<file path="src/rtl/spi_master_pkg.sv">
// rtl/spi_master_pkg.sv - shared states, opcodes and frame helpers for the SPI master controller
package spi_master_pkg;

  typedef enum logic [2:0] {
    IDLE,
    START,
    SHIFT,
    WAIT,
    CAPTURE,
    GAP
  } state_e;

  localparam logic [1:0] OP_WR_ADDR = 2'b00;
  localparam logic [1:0] OP_WR_DATA = 2'b01;
  localparam logic [1:0] OP_RD_ADDR = 2'b10;
  localparam logic [1:0] OP_RD_DATA = 2'b11;

  localparam int FRAME_BITS = 11;
  localparam int DATA_BITS  = 8;
  localparam int CMD_BITS   = 10;
  localparam int CNT_W      = 4;

  // Serial frame: opcode MSB sent twice, then opcode LSB, then payload MSB first
  function automatic logic [FRAME_BITS-1:0] make_frame(input logic [CMD_BITS-1:0] cmd);
    return {cmd[9], cmd[9], cmd[8], cmd[7:0]};
  endfunction

endpackage

</file>
<file path="src/rtl/spi_master_ctrl_if.sv">
// rtl/spi_master_ctrl_if.sv - command and response handshake bundle of the SPI master
interface spi_master_ctrl_if;
  import spi_master_pkg::*;

  logic                 cmd_valid;
  logic                 cmd_ready;
  logic [CMD_BITS-1:0]  cmd_data;
  logic                 rsp_valid;
  logic [DATA_BITS-1:0] rsp_data;

  modport master (
    output cmd_valid,
    output cmd_data,
    input  cmd_ready,
    input  rsp_valid,
    input  rsp_data
  );

  modport slave (
    input  cmd_valid,
    input  cmd_data,
    output cmd_ready,
    output rsp_valid,
    output rsp_data
  );

endinterface

</file>
<file path="src/rtl/spi_master_shifter.sv">
// rtl/spi_master_shifter.sv - TX/RX shift registers and per-state down-counter
module spi_master_shifter
  import spi_master_pkg::*;
(
  input  logic                  i_clk,
  input  logic                  i_rst,
  input  logic                  i_load,
  input  logic [FRAME_BITS-1:0] i_frame,
  input  logic                  i_shift_tx,
  input  logic                  i_shift_rx,
  input  logic                  i_miso,
  input  logic                  i_cnt_load,
  input  logic [CNT_W-1:0]      i_cnt_val,
  input  logic                  i_cnt_dec,
  output logic                  o_tx_bit,
  output logic [DATA_BITS-1:0]  o_rx_data,
  output logic                  o_done
);

  logic [FRAME_BITS-1:0] r_tx;
  logic [DATA_BITS-1:0]  r_rx;
  logic [CNT_W-1:0]      r_cnt;

  // TX frame: parallel load on accept, shift left one bit per serial cycle
  always_ff @(posedge i_clk or posedge i_rst) begin
    if (i_rst) begin
      r_tx <= '0;
    end else if (i_load) begin
      r_tx <= i_frame;
    end else if (i_shift_tx) begin
      r_tx <= {r_tx[FRAME_BITS-2:0], 1'b0};
    end
  end

  // RX byte: MISO enters at the LSB so the first bit ends up as the MSB
  always_ff @(posedge i_clk or posedge i_rst) begin
    if (i_rst) begin
      r_rx <= '0;
    end else if (i_shift_rx) begin
      r_rx <= {r_rx[DATA_BITS-2:0], i_miso};
    end
  end

  // Down-counter reloaded on each state entry; the FSM only decrements while not done
  always_ff @(posedge i_clk or posedge i_rst) begin
    if (i_rst) begin
      r_cnt <= '0;
    end else if (i_cnt_load) begin
      r_cnt <= i_cnt_val;
    end else if (i_cnt_dec) begin
      r_cnt <= r_cnt - 1'b1;
    end
  end

  assign o_tx_bit  = r_tx[FRAME_BITS-1];
  assign o_rx_data = r_rx;
  assign o_done    = (r_cnt == '0);

endmodule

</file>
<file path="src/rtl/spi_master_ctrl.sv">
// rtl/spi_master_ctrl.sv - SPI initiator turning 10-bit command words into serial frames
module spi_master_ctrl
  import spi_master_pkg::*;
#(
  parameter int RD_LAT  = 2,
  parameter int GAP_CYC = 1
) (
  input  logic             i_clk,
  input  logic             i_rst,
  spi_master_ctrl_if.slave cmd_if,
  output logic             o_busy,
  output logic             o_ss_n,
  output logic             o_mosi,
  input  logic             i_miso
);

  // Counter reload values are "cycles in state minus one"
  localparam logic [CNT_W-1:0] SHIFT_LOAD = CNT_W'(FRAME_BITS - 1);
  localparam logic [CNT_W-1:0] LAT_LOAD   = CNT_W'((RD_LAT > 0) ? RD_LAT - 1 : 0);
  localparam logic [CNT_W-1:0] CAP_LOAD   = CNT_W'(DATA_BITS - 1);
  localparam logic [CNT_W-1:0] GAP_LOAD   = CNT_W'((GAP_CYC > 0) ? GAP_CYC - 1 : 0);

  state_e r_state;
  state_e w_next;

  logic r_ss_n;
  logic r_mosi;
  logic r_ready;
  logic r_rsp_valid;
  logic r_is_rd;

  logic                 w_load;
  logic                 w_shift_tx;
  logic                 w_shift_rx;
  logic                 w_cnt_load;
  logic [CNT_W-1:0]     w_cnt_val;
  logic                 w_cnt_dec;
  logic                 w_tx_bit;
  logic                 w_done;
  logic                 w_sel;
  logic [DATA_BITS-1:0] w_rx_data;

  spi_master_shifter u_shifter (
    .i_clk      (i_clk),
    .i_rst      (i_rst),
    .i_load     (w_load),
    .i_frame    (make_frame(cmd_if.cmd_data)),
    .i_shift_tx (w_shift_tx),
    .i_shift_rx (w_shift_rx),
    .i_miso     (i_miso),
    .i_cnt_load (w_cnt_load),
    .i_cnt_val  (w_cnt_val),
    .i_cnt_dec  (w_cnt_dec),
    .o_tx_bit   (w_tx_bit),
    .o_rx_data  (w_rx_data),
    .o_done     (w_done)
  );

  // State register
  always_ff @(posedge i_clk or posedge i_rst) begin
    if (i_rst) begin
      r_state <= IDLE;
    end else begin
      r_state <= w_next;
    end
  end

  // Next state plus shifter/counter controls for the current cycle
  always_comb begin
    w_next     = r_state;
    w_load     = 1'b0;
    w_shift_tx = 1'b0;
    w_shift_rx = 1'b0;
    w_cnt_load = 1'b0;
    w_cnt_val  = '0;
    w_cnt_dec  = 1'b0;
    case (r_state)
      IDLE: begin
        if (cmd_if.cmd_valid && r_ready) begin
          w_load = 1'b1;
          w_next = START;
        end
      end
      START: begin
        // First frame bit is launched on the way out of the select cycle
        w_shift_tx = 1'b1;
        w_cnt_load = 1'b1;
        w_cnt_val  = SHIFT_LOAD;
        w_next     = SHIFT;
      end
      SHIFT: begin
        if (!w_done) begin
          w_shift_tx = 1'b1;
          w_cnt_dec  = 1'b1;
        end else if (r_is_rd) begin
          w_cnt_load = 1'b1;
          if (RD_LAT > 0) begin
            w_cnt_val = LAT_LOAD;
            w_next    = WAIT;
          end else begin
            w_cnt_val = CAP_LOAD;
            w_next    = CAPTURE;
          end
        end else begin
          w_cnt_load = 1'b1;
          w_cnt_val  = GAP_LOAD;
          w_next     = GAP;
        end
      end
      WAIT: begin
        if (!w_done) begin
          w_cnt_dec = 1'b1;
        end else begin
          w_cnt_load = 1'b1;
          w_cnt_val  = CAP_LOAD;
          w_next     = CAPTURE;
        end
      end
      CAPTURE: begin
        w_shift_rx = 1'b1;
        if (!w_done) begin
          w_cnt_dec = 1'b1;
        end else begin
          w_cnt_load = 1'b1;
          w_cnt_val  = GAP_LOAD;
          w_next     = GAP;
        end
      end
      GAP: begin
        if (!w_done) begin
          w_cnt_dec = 1'b1;
        end else begin
          w_next = IDLE;
        end
      end
      default: w_next = IDLE;
    endcase
  end

  assign w_sel = (w_next == START) || (w_next == SHIFT) || (w_next == WAIT) || (w_next == CAPTURE);

  // Pin and handshake flops follow the state being entered so they line up with it
  always_ff @(posedge i_clk or posedge i_rst) begin
    if (i_rst) begin
      r_ss_n      <= 1'b1;
      r_mosi      <= 1'b0;
      r_ready     <= 1'b0;
      r_rsp_valid <= 1'b0;
      r_is_rd     <= 1'b0;
    end else begin
      r_ss_n      <= !w_sel;
      r_mosi      <= (w_next == SHIFT) && w_tx_bit;
      r_ready     <= (w_next == IDLE);
      r_rsp_valid <= (r_state == CAPTURE) && (w_next == GAP);
      if (w_load) begin
        r_is_rd <= (cmd_if.cmd_data[9:8] == OP_RD_DATA);
      end
    end
  end

  assign cmd_if.cmd_ready = r_ready;
  assign cmd_if.rsp_valid = r_rsp_valid;
  assign cmd_if.rsp_data  = w_rx_data;
  assign o_busy           = (r_state != IDLE);
  assign o_ss_n           = r_ss_n;
  assign o_mosi           = r_mosi;

endmodule
</file>
<file path="src/flat_wrapper.sv">
// flat-port wrapper written by rule: the top's interface ports become plain ports
module spi_master_ctrl_flat import spi_master_pkg::*;
#(
  parameter int RD_LAT  = 2,
  parameter int GAP_CYC = 1
)
  (i_clk, i_rst, o_busy, o_ss_n, o_mosi, i_miso, cmd_if_cmd_valid, cmd_if_cmd_data, cmd_if_cmd_ready, cmd_if_rsp_valid, cmd_if_rsp_data);
  spi_master_ctrl_if cmd_if_i ();
  input  logic i_clk;
  input  logic i_rst;
  output logic o_busy;
  output logic o_ss_n;
  output logic o_mosi;
  input  logic i_miso;
  input wire logic [$bits(cmd_if_i.cmd_valid)-1:0] cmd_if_cmd_valid;
  input wire logic [$bits(cmd_if_i.cmd_data)-1:0] cmd_if_cmd_data;
  output wire logic [$bits(cmd_if_i.cmd_ready)-1:0] cmd_if_cmd_ready;
  output wire logic [$bits(cmd_if_i.rsp_valid)-1:0] cmd_if_rsp_valid;
  output wire logic [$bits(cmd_if_i.rsp_data)-1:0] cmd_if_rsp_data;
  assign cmd_if_i.cmd_valid = cmd_if_cmd_valid;
  assign cmd_if_i.cmd_data = cmd_if_cmd_data;
  assign cmd_if_cmd_ready = cmd_if_i.cmd_ready;
  assign cmd_if_rsp_valid = cmd_if_i.rsp_valid;
  assign cmd_if_rsp_data = cmd_if_i.rsp_data;
  spi_master_ctrl #(.RD_LAT(RD_LAT), .GAP_CYC(GAP_CYC)) u_core (.i_clk(i_clk), .i_rst(i_rst), .cmd_if(cmd_if_i), .o_busy(o_busy), .o_ss_n(o_ss_n), .o_mosi(o_mosi), .i_miso(i_miso));
endmodule
</file>
<file path="config.mk">
export PLATFORM = sky130hd
export DESIGN_NAME = spi_master_ctrl_flat
export DESIGN_NICKNAME = d
export VERILOG_FILES = /design/src/rtl/spi_master_pkg.sv /design/src/rtl/spi_master_ctrl_if.sv /design/src/rtl/spi_master_shifter.sv /design/src/rtl/spi_master_ctrl.sv /design/src/flat_wrapper.sv
export SDC_FILE = /design/constraint.sdc
export NUM_CORES = 1
export LEC_CHECK = 0
export CAP_MARGIN = 25
export CELL_PAD_IN_SITES_DETAIL_PLACEMENT = 0
export CELL_PAD_IN_SITES_GLOBAL_PLACEMENT = 1
export CORE_UTILIZATION = 40
export DETAILED_ROUTE_END_ITERATION = 8
export PLACE_DENSITY = 0.78
export SETUP_SLACK_MARGIN = 0.4
export SLEW_MARGIN = 10
export SYNTH_ARGS = -nofsm -noshare
export SYNTH_HDL_FRONTEND = slang
export SYNTH_SLANG_ARGS = --single-unit
</file>
<file path="constraint.sdc">
create_clock -name i_clk -period 2.54 [get_ports i_clk]
set_clock_uncertainty 0.15 [all_clocks]
set_input_delay 0.381 -clock i_clk [delete_from_list [all_inputs] [get_ports i_clk]]
set_output_delay 0.381 -clock i_clk [all_outputs]
set_load 0.005 [all_outputs]
</file>
=== Word-level counts from Yosys, hierarchy flattened ===
Index checks and enable logic that the tools add are counted.
Widths: inputs -> output; s select.

* Register bits after elaboration: 31
* Input bits: 14
* Output and inout port bits: 13
* Logic and storage cells: 59

* Add/subtract/negate cells: 1
* Eq/ne operators: 11
* Muxes and demuxes: 23
* Reduce and logical (&&, ||, !) cells: 15

{| class="wikitable"
|+ Operators by type and width
! kind !! count
|-
| $mux 11 || 2
|-
| $mux 3 || 7
|-
| $pmux 3 s6 || 1
|-
| $eq 3x2->1 const B || 4
|-
| $eq 3x3->1 const B || 4
|-
| $mux 4 || 3
|-
| $pmux 4 s3 || 1
|-
| $mux 1 || 7
|-
| $eq 3x1->1 const B || 2
|-
| $logic_not 3->1 || 2
|-
| $logic_not 4->1 || 1
|-
| $pmux 1 s2 || 2
|-
| $reduce_bool 2->1 || 2
|-
| $reduce_or 4->1 || 1
|-
| $sub 4x1->4 const B || 1
|-
| $logic_and 1x1->1 || 3
|-
| $logic_or 1x1->1 || 3
|-
| $reduce_bool 3->1 || 1
|-
| $reduce_or 3->1 || 1
|-
| $eq 2x2->1 const B || 1
|-
| $logic_not 1->1 || 1
|}

=== Depth between registers and ports, before layout ===
* Depth after elaboration: 8
* Mapped depth: 7
* Mapped depth without buffers: 6

=== Hierarchy ===
Synthesis repeated with hierarchy kept, for this count alone.

* Cells, all modules: 144
* Area, all modules: 1530.2 µm²

{| class="wikitable"
|+ By module, submodules not included
! module !! instances !! cells each !! area an instance (µm²) !! seq. area each (µm²)
|-
| spi_master_shifter || 1 || 87 || 1019.7 || 575.6
|-
| spi_master_ctrl || 1 || 57 || 510.5 || 201.4
|}

=== Worst setup path after synthesis ===
OpenSTA, ideal clock, no wires.

* Kind: register to register
* Start: register u_core.u_shifter.r_cnt[0]
* End: register u_core.r_state[1]
* Library setup time: 131 ps
* Arrival time: 1612 ps
* Data required time: 2259 ps
* Slack: 647 ps
* Stages on the path, launching flop included: 8
* Path buffers: 1
* Period minus slack after synthesis: 1893 ps
* Cell sequence: dfrtp_1 > inv_1 > ha_1 > nor3b_1 > clkbuf_1 > o21ai_0 > a21oi_1 > nor2_1

* Word-level cells in the longest chain between the ends: 3
* Elaborated cells between the ends (all ways): 6
* Classes of those cells: 5 x mux; 1 x reduce/logical

{| class="wikitable"
|+ RTL lines
! what !! line !! source
|-
| start: declaration || spi_master_shifter.sv:22 || <nowiki>logic [CNT_W-1:0] r_cnt;</nowiki>
|-
| start signal: assignment || spi_master_shifter.sv:49 || <nowiki>r_cnt <= i_cnt_val;</nowiki>
|-
| start signal: assignment || spi_master_shifter.sv:51 || <nowiki>r_cnt <= r_cnt - 1'b1;</nowiki>
|-
| $logic_not 4->1 (*) || spi_master_shifter.sv:57 || <nowiki>assign o_done = (r_cnt == '0);</nowiki>
|-
| $mux 3 (on tied branches) || n/a ||
|-
| $pmux 3 s6 (*) || spi_master_ctrl.sv:77 || <nowiki>case (r_state)</nowiki>
|-
| net u_core.w_next[1] || spi_master_ctrl.sv:24 || <nowiki>state_e w_next;</nowiki>
|-
| end signal: assignment || spi_master_ctrl.sv:64 || <nowiki>r_state <= w_next;</nowiki>
|-
| end: declaration || spi_master_ctrl.sv:23 || <nowiki>state_e r_state;</nowiki>
|}

The timed path passes the listed nets; every way through them passes the cells marked *.
A chain may end at the register's enable or synchronous reset.

=== Worst setup path in the final report ===
* Start: register u_core.u_shifter.r_cnt[1]
* End: register u_core.u_shifter.r_tx[7]

* Word-level cells in the longest chain between the ends: 4

{| class="wikitable"
|+ RTL lines
! what !! line !! source
|-
| $logic_not 4->1 || spi_master_shifter.sv:57 ||
|-
| $mux 1 || spi_master_ctrl.sv:92 || <nowiki>if (!w_done) begin</nowiki>
|-
| $pmux 1 s2 || spi_master_ctrl.sv:77 ||
|-
| $reduce_bool 2->1 (no source line) || n/a ||
|-
| end signal: assignment || spi_master_shifter.sv:29 || <nowiki>r_tx <= i_frame;</nowiki>
|-
| end signal: assignment || spi_master_shifter.sv:31 || <nowiki>r_tx <= {r_tx[FRAME_BITS-2:0], 1'b0};</nowiki>
|-
| end: declaration || spi_master_shifter.sv:20 || <nowiki>logic [FRAME_BITS-1:0] r_tx;</nowiki>
|}

Every way passes these cells.

==> run summary <==
Final number of max-transition violations: 0. At the later pin of the worst-skew pair, clock insertion delay measures 0.28 ns. Overall routed net length: 3041 µm.

The width of the chip is 64.51 µm. The library cell occupying the most area in the post-synthesis netlist is dfrtp_1. The tools report the largest net degree at the start of global routing as 32. The most frequent cell after synthesis is dfrtp_1. The multiplexer fraction of the synthesized cell area works out to 0.1217. The power per unit of standard cell area was 1160 nW/µm². The worst setup path is captured at a flip-flop. The H-tree generated during clock tree synthesis spans 2 levels.

The tools report the placer's final routability congestion estimate as 0.7553. The first global-routing pass estimated 5209 µm of wire. CTS placed an instance of clkbuf_8 at the clock tree root. The core box area was 3716 µm². The logs give 0.1662 for the total routing usage reported by global routing and 0 for the DRC violations left. The count of standard-cell rows is 22, and the wire length per cell is 13.34 µm. The number of maximum-capacitance violations is 0, and the compound-gate portion of the synthesized area is 0.1906. The critical path goes through inv_1, ha_1, nor3b_1, o21ai_1, buf_6, a21oi_1, a31oi_1. The time the worst path needs with I/O delays and setup was 1.965 ns; the I/O pin total was 27.

The xor/xnor cell area share of the yosys netlist is 0.01121, and the growth of design area from synthesis to finish is 26.90%. Critical-path cell with the highest stage delay: o21ai_1. Share of synthesized cell area in full adder, half adder and majority cells: 0.008006.

The die extent in y came out at 64.51 µm. Deepest clock path buffer count: 2. Counting the buffers created by CTS gives 5.

Launching element type of the critical path: a flip-flop. The share of flip-flops with an asynchronous set or reset is 1.000. For the worst slew slack as a fraction of its limit, the log shows 0.6320. The maximum vdd drop is 0.5542 mV, and the total number of vias is 1191. The number of port buffers is 26, and the fraction of layout instances using a drive strength above 1 is 0.1556.

Yosys attributes the largest share of cell area to dfrtp_1 48%, mux2i_1 6.4%, mux2_2 5.8%. The DRC marker count from the first detailed-route iteration is 45. The synthesized flop and latch total is 31. In the routed layout, each cell is associated on average with a via count of 5.224. Clock-pin slew was measured on the worst setup and hold paths at 0.07 ns.

Sorting the synthesized cells by how often they occur yields 30 x dfrtp_1, 17 x a21oi_1, 11 x a31oi_1. The first detailed-routing pass ran for 4 iterations. The total number of clock tree sinks was 31.

The total overflow left after global routing is 0. Counting the fill cells in the layout gives 345. Setup repair after global routing could not meet its margin everywhere. The highest achievable clock rate was 508.8 MHz; the initial antenna violation count was 0.

The slew at the pin with the worst max-slew slack is 0.5484 ns, and the initial standard-cell utilization of the core is 0.4205. The setup violation total in the final timing report was 0; the area of the die was 4161 µm². Dividing the synthesized area by the synthesized cell count gives 10.35 µm². The area share of the leading cell type in the synthesized netlist came out at 0.4804. The share of synthesized area occupied by flip-flops and latches is 0.4972, and the post-route fraction of the period consumed by the critical path is 0.7738.

TritonCTS built the clock tree. After synthesis, the largest family of logic cells by area is compound AO/OA/AOI/OAI gates. For the worst setup path, the data required time is 2.59 ns. The most used flip-flop cell after synthesis is dfrtp_1. The number of different library cells used by synthesis comes to 35. The critical path is of the flip-flop to flip-flop type. The run gives 0 as the final antenna-violating net count. During synthesis, Yosys emitted a total of 0 warnings. The largest single stage delay on the critical path is 0.45 ns.

The detailed-placement wirelength estimate is 2040 µm, and the critical path data arrival time is 2.01 ns. The via count of the first global-routing pass was 1175. The hold violation count in the final report was 0; the number of diodes was 0. The synthesized netlist cell count was 151. The maximum fanout along the worst path was 14; the combined area of all synthesized cells was 1563 µm². Yosys mapped a number of flops with a built-in enable equal to 0.

The number of nets in the synthesized netlist is 166. The path class of the tightest hold or removal check is input pin to async pin. For this design the static power due to leakage is 0.8426 nW. The flow ran to the end, and the final reports show no timing, DRC or antenna violations.

The logs give 0 ns for the aggregate negative setup slack and 194 for the count of nets after finishing. The design draws 2.300 mW. Share of synthesized cell area in and, or, nand and nor gates: 0.1081.
-- cell type report --
type                       count  area (µm²)  area share
clock buffer                   8       100.1     0.05047
inverter                       5       18.77    0.009464
multi-input combinational    102       686.9      0.3464
sequential                    31       778.2      0.3924
tap                           48       60.06     0.03028
timing repair buffer          34       339.1      0.1710
-- routing by layer --
layer | vias to the layer above | track usage | share of wire | wire, µm
met5 | - | 0 | 0 | 0
met4 | 0 | 0.06667 | 0.017 | 51
li1 | 598 | - | - | -
met2 | 28 | 0.2645 | 0.46 | 1413
met1 | 558 | 0.2052 | 0.47 | 1435
met3 | 7 | 0.05810 | 0.046 | 140
-- metrics by stage --
step / util / setup WS [ns] / cells / hold WS, ns / area (µm²)
2_1_floorplan: - / 0.6470 / 151 / 0.3222 / 1563
5_1_grt: 0.5337 / 0.3620 / 228 / 0.3754 / 1983
6_report: 0.5337 / 0.5745 / 228 / 0.3274 / 1983
4_1_cts: 0.5330 / 0.4243 / 228 / 0.3355 / 1981
3_3_place_gp: 0.5007 / 0.1962 / 218 / 0.3384 / 1861
3_5_place_dp: 0.5037 / 0.4977 / 219 / 0.3455 / 1872
-- repair_timing --
| action | CTS | global route |
|---|---|---|
| pin swaps | 1 | 0 |
| hold buffers | 0 | 0 |
| buffers inserted | 1 | 0 |
| resized for setup | 1 | 1 |
| setup endpoints to repair | 1 | 5 |
-- flip-flops by register name, indices dropped and copies added, names as in the netlist --
| register | count |
|---|---|
| u_core.cmd_if.rsp_valid | 1 |
| u_core.u_shifter.r_cnt | 4 |
| u_core.r_is_rd | 1 |
| u_core.r_state | 3 |
| u_core.u_shifter.r_tx | 11 |
| u_core.cmd_if.cmd_ready | 1 |
| u_core.o_ss_n | 1 |
| u_core.o_mosi | 1 |
| u_core.u_shifter.o_rx_data | 8 |
-- logic make-up after synthesis --
| group | count (synthesis) |
|---|---|
| adders and majority gates | 1 |
| DFF | 31 |
| and+or+nand+nor | 31 |
| AOI/OAI and AO/OA | 50 |
| xor gates and xnor gates | 2 |
| buffers and inverters | 18 |
| muxes | 18 |
-- final timing paths --
kind | to | depth (start not counted) | slack [ns] | start
worst max-delay path | u_core.u_shifter.r_tx[7]$_DFFE_PP0P_ | 7 | 0.57 | u_core.u_shifter.r_cnt[1]$_DFFE_PP0P_
worst min-delay path | u_core.u_shifter.r_tx[8]$_DFFE_PP0P_ | 3 | 0.33 | i_rst
worst max register to register | u_core.u_shifter.r_tx[7]$_DFFE_PP0P_ | 7 | 0.57 | u_core.u_shifter.r_cnt[1]$_DFFE_PP0P_
worst min register to register | u_core.u_shifter.r_tx[0]$_DFFE_PP0P_ | 1 | 0.36 | u_core.u_shifter.r_tx[0]$_DFFE_PP0P_
max in group asynchronous | u_core.o_ss_n$_DFF_PP1_ | 3 | 1.59 | i_rst
min in group i_clk | u_core.u_shifter.r_tx[0]$_DFFE_PP0P_ | 1 | 0.36 | u_core.u_shifter.r_tx[0]$_DFFE_PP0P_
-- worst max-delay path: cells and delay by family, from the launching register on --
kind	cells	cell delay, ns
compound gates	3	0.67
flops	1	0.39
buf+inv	2	0.29
fa+ha+maj	1	0.22
simple gates	1	0.17
-- report_power, final --
part	leakage (nW)	switching, mW	internal, mW	total, mW
Sequential	0.379	0.103	0.686	0.789
Clock	0.0515	0.172	0.247	0.419
Combinational	0.412	0.558	0.535	1.09
Total	0.843	0.833	1.47	2.30
-- cell usage in the layout, fill, tap and decap left out, types with 2 or more instances in the layout --
cell	count
and2_1	2
nor2b_1	3
a22o_1	2
nand2_1	8
a31oi_1	11
dfrtp_1	29
xor2_1	2
inv_1	5
a22oi_1	3
o21ai_0	8
nor2_1	9
nor3b_1	2
o21ai_1	2
clkbuf_8	7
buf_4	6
nand3_1	2
a21oi_1	17
mux2_2	8
mux2i_1	10
clkdlybuf4s50_1	25
(Power assumes the default switching activity.)
